<file path="config.mk">
export PLATFORM = sky130hd
export DESIGN_NAME = csr_access_unit
export DESIGN_NICKNAME = d
export VERILOG_FILES = /design/src/rtl/csr_access_unit_pkg.sv /design/src/rtl/csr_access_unit.sv
export SDC_FILE = /design/constraint.sdc
export NUM_CORES = 1
export LEC_CHECK = 0
export BUFFER_PORTS_ARGS = -buffer_cell sky130_fd_sc_hd__buf_2
export CORE_UTILIZATION = 52
export CTS_CLUSTER_DIAMETER = 60
export CTS_CLUSTER_SIZE = 16
export DETAILED_ROUTE_END_ITERATION = 7
export HOLD_SLACK_MARGIN = 0.02
export MAX_ROUTING_LAYER = met4
export PLACE_DENSITY = 0.95
export SETUP_SLACK_MARGIN = 0.2
export SYNTH_ARGS = -nofsm -noshare
export SYNTH_HDL_FRONTEND = slang
export SYNTH_SLANG_ARGS = --single-unit
</file>
<file path="constraint.sdc">
create_clock -name clk -period 3.7 [get_ports clk]
set_input_delay 0.37 -clock clk [delete_from_list [all_inputs] [get_ports clk]]
set_output_delay 0.37 -clock clk [all_outputs]
set_load 0.01 [all_outputs]
</file>
<file path="src/rtl/csr_access_unit_pkg.sv">
// Shared types and decode helpers for the CSR access unit.
package csr_access_unit_pkg;

  localparam int unsigned ADDR_W = 12;
  localparam int unsigned REG_W  = 5;
  localparam int unsigned F3_W   = 3;
  localparam int unsigned OP_W   = 2;

  typedef enum logic [1:0] {
    CSR_NONE = 2'b00,
    CSR_RW   = 2'b01,
    CSR_RS   = 2'b10,
    CSR_RC   = 2'b11
  } csr_op_e;

  typedef enum logic [1:0] {
    S_IDLE  = 2'b00,
    S_READ  = 2'b01,
    S_WRITE = 2'b10,
    S_RESP  = 2'b11
  } state_e;

  typedef struct packed {
    logic [F3_W-1:0]   funct3;
    logic [ADDR_W-1:0] csr_addr;
    logic [REG_W-1:0]  rs1_idx;
    logic [REG_W-1:0]  rd;
  } csr_req_t;

  function automatic logic f_is_rw(input logic [F3_W-1:0] f3);
    return f3[1:0] == CSR_RW;
  endfunction

  // CSRRW/CSRRWI with rd==x0 must not produce a read side effect
  function automatic logic f_rd_needed(input logic [F3_W-1:0] f3, input logic [REG_W-1:0] rd);
    return !(f_is_rw(f3) && rd == '0);
  endfunction

  // Set/clear forms with a zero operand must not produce a write side effect
  function automatic logic f_wr_needed(input logic [F3_W-1:0] f3, input logic [REG_W-1:0] idx);
    return f_is_rw(f3) || idx != '0;
  endfunction

  function automatic logic f_illegal(input logic [F3_W-1:0] f3, input logic [ADDR_W-1:0] addr,
                                     input logic [REG_W-1:0] idx, input logic check_ro);
    return (f3[1:0] == CSR_NONE) ||
           (check_ro && addr[ADDR_W-1:ADDR_W-2] == 2'b11 && f_wr_needed(f3, idx));
  endfunction

endpackage

</file>
<file path="src/rtl/csr_access_unit.sv">
// Initiator for the CSR file port: sequences read then write for one Zicsr instruction
// and hands the old CSR value to writeback.
module csr_access_unit
  import csr_access_unit_pkg::*;
#(
  parameter int unsigned XLEN     = 64,
  parameter bit          CHECK_RO = 1'b1
) (
  input  logic              clk,
  input  logic              rst,
  input  logic              flush,
  input  logic              req_valid,
  output logic              req_ready,
  input  logic [F3_W-1:0]   req_funct3,
  input  logic [ADDR_W-1:0] req_csr_addr,
  input  logic [XLEN-1:0]   req_rs1_data,
  input  logic [REG_W-1:0]  req_rs1_idx,
  input  logic [REG_W-1:0]  req_rd,
  output logic [ADDR_W-1:0] csr_addr,
  output logic              csr_rena,
  output logic              csr_wena,
  output logic [OP_W-1:0]   csr_op,
  output logic [XLEN-1:0]   csr_wdata,
  input  logic [XLEN-1:0]   csr_rdata,
  output logic              rsp_valid,
  input  logic              rsp_ready,
  output logic [REG_W-1:0]  rsp_rd,
  output logic              rsp_wen,
  output logic [XLEN-1:0]   rsp_data,
  output logic              rsp_illegal
);

  state_e           state_q, state_d;
  csr_req_t         req_q;
  logic [XLEN-1:0]  rs1_q;
  logic [XLEN-1:0]  old_q;
  logic             illegal_q;
  logic             rd_needed_q;
  logic             wr_needed_q;
  logic             accept;
  logic             in_resp;
  logic             in_write;

  assign accept   = (state_q == S_IDLE) && req_valid && !flush;
  assign in_resp  = (state_q == S_RESP);
  assign in_write = (state_q == S_WRITE);

  always_ff @(posedge clk or negedge rst) begin
    if (!rst) state_q <= S_IDLE;
    else      state_q <= state_d;
  end

  // Flush overrides every transition, including a pending writeback handshake
  always_comb begin
    state_d = state_q;
    if (flush) begin
      state_d = S_IDLE;
    end else begin
      unique case (state_q)
        S_IDLE:  if (req_valid)
                   state_d = f_illegal(req_funct3, req_csr_addr, req_rs1_idx, CHECK_RO) ? S_RESP : S_READ;
        S_READ:  state_d = S_WRITE;
        S_WRITE: state_d = S_RESP;
        S_RESP:  if (rsp_ready) state_d = S_IDLE;
        default: state_d = S_IDLE;
      endcase
    end
  end

  always_ff @(posedge clk or negedge rst) begin
    if (!rst) begin
      req_q       <= '0;
      rs1_q       <= '0;
      old_q       <= '0;
      illegal_q   <= 1'b0;
      rd_needed_q <= 1'b0;
      wr_needed_q <= 1'b0;
    end else if (accept) begin
      req_q       <= '{funct3: req_funct3, csr_addr: req_csr_addr, rs1_idx: req_rs1_idx, rd: req_rd};
      rs1_q       <= req_rs1_data;
      old_q       <= '0;
      illegal_q   <= f_illegal(req_funct3, req_csr_addr, req_rs1_idx, CHECK_RO);
      rd_needed_q <= f_rd_needed(req_funct3, req_rd);
      wr_needed_q <= f_wr_needed(req_funct3, req_rs1_idx);
    end else if (state_q == S_READ) begin
      old_q <= rd_needed_q ? csr_rdata : '0;
    end
  end

  // CSR port is quiet outside READ/WRITE; csr_rdata is only meaningful during READ
  always_comb begin
    req_ready   = rst && (state_q == S_IDLE) && !flush;
    csr_addr    = (state_q == S_READ || in_write) ? req_q.csr_addr : '0;
    csr_rena    = (state_q == S_READ) && rd_needed_q;
    csr_wena    = in_write && wr_needed_q && !flush;
    csr_op      = in_write ? req_q.funct3[1:0] : OP_W'(CSR_NONE);
    csr_wdata   = '0;
    if (in_write)
      csr_wdata = req_q.funct3[2] ? XLEN'(req_q.rs1_idx) : rs1_q;
    rsp_valid   = in_resp && !flush;
    rsp_rd      = in_resp ? req_q.rd : '0;
    rsp_wen     = in_resp && (req_q.rd != '0) && !illegal_q;
    rsp_data    = in_resp ? old_q : '0;
    rsp_illegal = in_resp && illegal_q;
  end

endmodule

</file>
# ---- Word-level counts from Yosys, hierarchy flattened
# Index checks and enable logic that the tools add are counted.
dict set report word_totals {
  ff_bits 158
}
dict set report op_classes {
  n_eq_ne 7
  n_mux 14
  n_reduce_logical 26
}
# cell n
set ops {}
lappend ops {{two-way mux 64 bit} 6}
lappend ops {{logical AND 1 bit} 13}
lappend ops {{two-way mux 12 bit} 1}
lappend ops {{two-way mux 2 bit} 5}
lappend ops {{nonzero test 5 bit} 2}
lappend ops {{case mux 2 bit (4 select lines)} 1}
lappend ops {{equality test 2 bit, second input constant} 3}
lappend ops {{inequality test 3 bit, second input constant} 2}
lappend ops {{logical NOT 5 bit} 1}
lappend ops {{two-way mux 5 bit} 1}
lappend ops {{equality test 2 x 1 -> 1 bit, second input constant} 2}
lappend ops {{logical NOT 2 bit} 2}
lappend ops {{logical NOT 1 bit} 3}
lappend ops {{logical OR 1 bit} 3}
lappend ops {{AND reduction 2 bit} 1}
lappend ops {{nonzero test 2 bit} 1}

# ---- Depth between registers and ports, before layout
dict set report logic_depth {
  depth_word 8
  ltp_mapped 7
  ltp_nobuf 5
}

# ---- Least setup slack after synthesis
# OpenSTA, ideal clock, no wires.
dict set report synth_path {
  path_type {register to output}
  from {register state_q[0]}
  to {output port csr_wdata[53]}
  path_buffers 2
  slack_ns 1.890
  required_ns 3.330
  stages_incl_launch_ff 7
  t_arrival_ns 1.440
  cell_sequence {dfrtp_1 -> inv_1 -> ha_1 -> nor2b_2 -> buf_2 -> buf_2 -> and2_1}
}
dict set report synth_between {
  elab_chain_len 2
}
# element line
set synth_rtl {}
lappend synth_rtl {{from (decl)} csr_access_unit.sv:33} ;# state_e state_q, state_d;
lappend synth_rtl {{from (signal assigned)} csr_access_unit.sv:50} ;# else state_q <= state_d;
lappend synth_rtl {{equality test 2 bit} csr_access_unit.sv:46} ;# assign in_write = (state_q == S_WRITE);
lappend synth_rtl {{two-way mux 64 bit} csr_access_unit.sv:98} ;# if (in_write)
lappend synth_rtl {{to (decl)} csr_access_unit.sv:23} ;# output logic [XLEN-1:0] csr_wdata,
# No other way between the ends.

# ---- Worst setup path after layout
# Same ends and word-level chain as after synthesis.

==> run metrics <==
largest family of logic cells by synthesized area simple AND/OR/NAND/NOR gates; status finished clean; count of final setup violators 0; initial antenna violation count 1; crit-path max FO 31; leak pwr 5.56 nW; share of post-route cells with drive strength above 1 30.9%; WP data required 3.33 ns; Post-CTS Resized 0; Netlist cell types 28; Least-Margin Pin Slew 1.02 ns; WS Path Type flip-flop to output pin; placed cell areas 9080 um^2; Clock Power Share 23.9%; Max Fclk 322 MHz; Final period util 84.0%; Num CTS Buffers 17; sequential group share of total power 40.5%; clk_skew 0.00830 ns; Row Count 43; Main synth FF type dfrtp_1; # fillers 1041; # DRC 0; multiplexer share of the synthesized area 0.671%; CTS root buffer clkbuf_16; Compound-Gate Fraction of Synth Area 5.24%; placed insts ~1300; number of setup buffers added after CTS 0; switching share of power a little over a third; non-filler cells in the finished layout 1347; Net Switching between 2 and 3 mW; r2r worst-path depth 6; grt total ovfl 0; fin. max-slew vios 0; Area contributors post-synth dfrtp_1 53%, nand2_1 13%, and2_1 12%; relative max-transition margin 32.0%; count leader, synth nand2_1; DP Wirelength 13.6 mm; max_cap viols 0; reg2reg setup slack 1.47 ns; FF-to-FF Start state_q[0]; via count ~6700; combinational power share 35.5%; Setup WS pre-CTS 1.03 ns; Max Root-Sink Buffers 2; worst skew pair latency 0.41 ns; Yosys warnings 0; power per cell area 743 nW/um^2; Tmin final 3.11 ns; syn_area_per_cell around 8.6 um^2; RR Endpoint rs1_q[19]; overall die height 122 um; Yosys top cell by area dfrtp_1; post-synthesis sequential area ratio between 50% and 60%; RSZ-0062 raised after global routing false; P&R area growth vs syn 29.9%; PortBufs 310; cell area after synthesis 7450 um^2; Avg WL per Cell 14.3 um; Initial Utilization 53.5%; vias in the first global route 6309; Async S/R FF share, synth between 90% and 100%; GR Util All Layers 27.2%; WP buf/inv 3; TritonCTS clock tree yes; Slowest cell on crit path nor2b_2; Worst Hold Launch req_rs1_data[48]; die area between 10000 and 15000 um^2; number of I/O pins 311; Num Clock Sinks 158; cell class contributing the biggest share of worst-path delay simple AND/OR/NAND/NOR gates; Final nets 1316; worst path cell trace inv_1, ha_1, nor2b_2, buf_4, and2_1, buf_2; placer's final routability congestion estimate ~0.8; slowest cell delay on critical path 0.88 ns; Critical Path Start Type flip-flop; Worst-path clk slew around 0.060 ns; Mapped Nets 1032; Pre-antenna DRT Iters 4; Final Instance Area just under 10000 um^2; Synth top area share 53.0%; final setup margin 0.591 ns; final setup TNS 0 ns; Hold Path Stages 3; Hold Crit Endpoint rs1_q[48]; first-pass GRT wire length around 30 mm; P_int 4.56 mW; simple-gate share of the synthesized area 36.7%; Worst Setup End Kind output pin; critical path startpoint state_q[0]; number of enable flip-flop cells after synthesis 0; vias per inst 4.95; 1st-iter DRT viols 374; Hold Vio Cnt, Final 0; critical path arrival 2.74 ns; Pwr Total 7.19 mW; core area 13900 um^2; worst vdd ir 0.000432 V; synth cell count leaders 267 x nand2_1, 158 x dfrtp_1, 144 x and2_1, 72 x nor2b_1, 70 x nor2_1; Die Wd approximately 120 um; Syn Inst Count 869; DRT antenna net count 0; final wirelength 19.3 mm; Min-Delay Path Class input pin to flip-flop; xor/xnor cell area share of the yosys netlist 0%; largest net degree at the start of global routing 94; Seq cells post-synth 158; Synth Area in Adders 0.839%; H-Tree Level Count 4
sequential cells by signal, summed over array words and instances, names as in the netlist:
register / cells
illegal_q: 1
rd_needed_q: 1
rs1_q: 64
wr_needed_q: 1
state_q: 2
old_q: 64
req_q: 25
power by group through the flow:
stage | Combinational [mW] | Clock (mW) | Sequential, mW
3_5_place_dp | 2.58 | 0 | 2.92
3_3_place_gp | 2.46 | 0 | 2.89
2_1_floorplan | 1.84 | 0 | 2.75
6_report | 2.56 | 1.72 | 2.92
4_1_cts | 2.59 | 1.76 | 2.91
5_1_grt | 2.90 | 1.84 | 3.00
layout make-up:
type / count / area (um^2) / share of cell area (%)
Sequential cell: 158 / 3950 / 40.8
Multi-Input combinational cell: 651 / 3250 / 33.5
Timing Repair Buffer: 322 / 1650 / 17.0
Clock buffer: 20 / 457 / 4.72
Tap cell: 180 / 225 / 2.33
Clock inverter: 12 / 136 / 1.41
Inverter: 3 / 11.3 / 0.116
Antenna cell: 1 / 2.50 / 0.0258
cell families (layout without fill, tap and decap cells):
family	after synthesis	count (layout)
adder cells (fa/ha/maj)	5	5
other	0	1
multiplexers	5	5
AO/OA/AOI/OAI	72	72
flip-flops	158	158
buffers and inverters	60	357
AND/OR/NAND/NOR	569	569
placed cells by master, fill, tap and decap left out, drive strengths merged, types with 2 or more instances in the layout:
cell type / netlist / final
nand2b: 2 / 2
inv: 3 / 5
and2: 144 / 144
bufinv: 0 / 2
mux2i: 5 / 5
or4: 2 / 2
ha: 5 / 5
o21ai: 2 / 2
nor2b: 73 / 73
clkinv: 0 / 5
nor2: 70 / 70
nand2: 267 / 267
clkbuf: 21 / 20
clkinvlp: 0 / 3
buf: 36 / 321
dfrtp: 158 / 158
and3b: 2 / 2
nor3: 2 / 2
nor4: 3 / 3
a21oi: 67 / 67
repair_timing:
action,CTS,global route
hold buffers,1,0
endpoints found under the hold margin,52,0
endpoints found under the setup margin,0,0
worst max-delay path by stage:
stage               cells past startpoint       endpoint  slack (ns)
floorplan                               6  csr_wdata[53]        1.89
global placement                        6  csr_wdata[22]        1.19
detailed placement                      6  csr_wdata[50]        1.03
CTS                                     6  csr_wdata[50]        0.59
global route                            6  csr_wdata[53]        0.30
finish                                  6  csr_wdata[53]        0.59
per-stage QoR:
stage | utilization [%] | hold slack [ns]
floorplan | - | 0.0744
global placement | 65.2 | 0.345
detailed placement | 65.2 | 0.345
CTS | 69.5 | 0.125
global route | 69.5 | 0.126
finish | 69.5 | 0.143
tightest hold or removal path, cell delays in order:
cell     delay (ns)
buf_2          0.07
nand2_1        0.04
nand2_1        0.04
metal layers:
metal / global-route usage [%] / part of all wire [%] / vias up
met2: 45.7 / 50 / 270
met1: 30.8 / 40 / 3099
met3: 6.09 / 6.1 / 48
li1: - / - / 3247
met4: 12.8 / 3.2 / 0
met5: - / 0 / -
No activity file was read; power rests on OpenSTA's default activity.
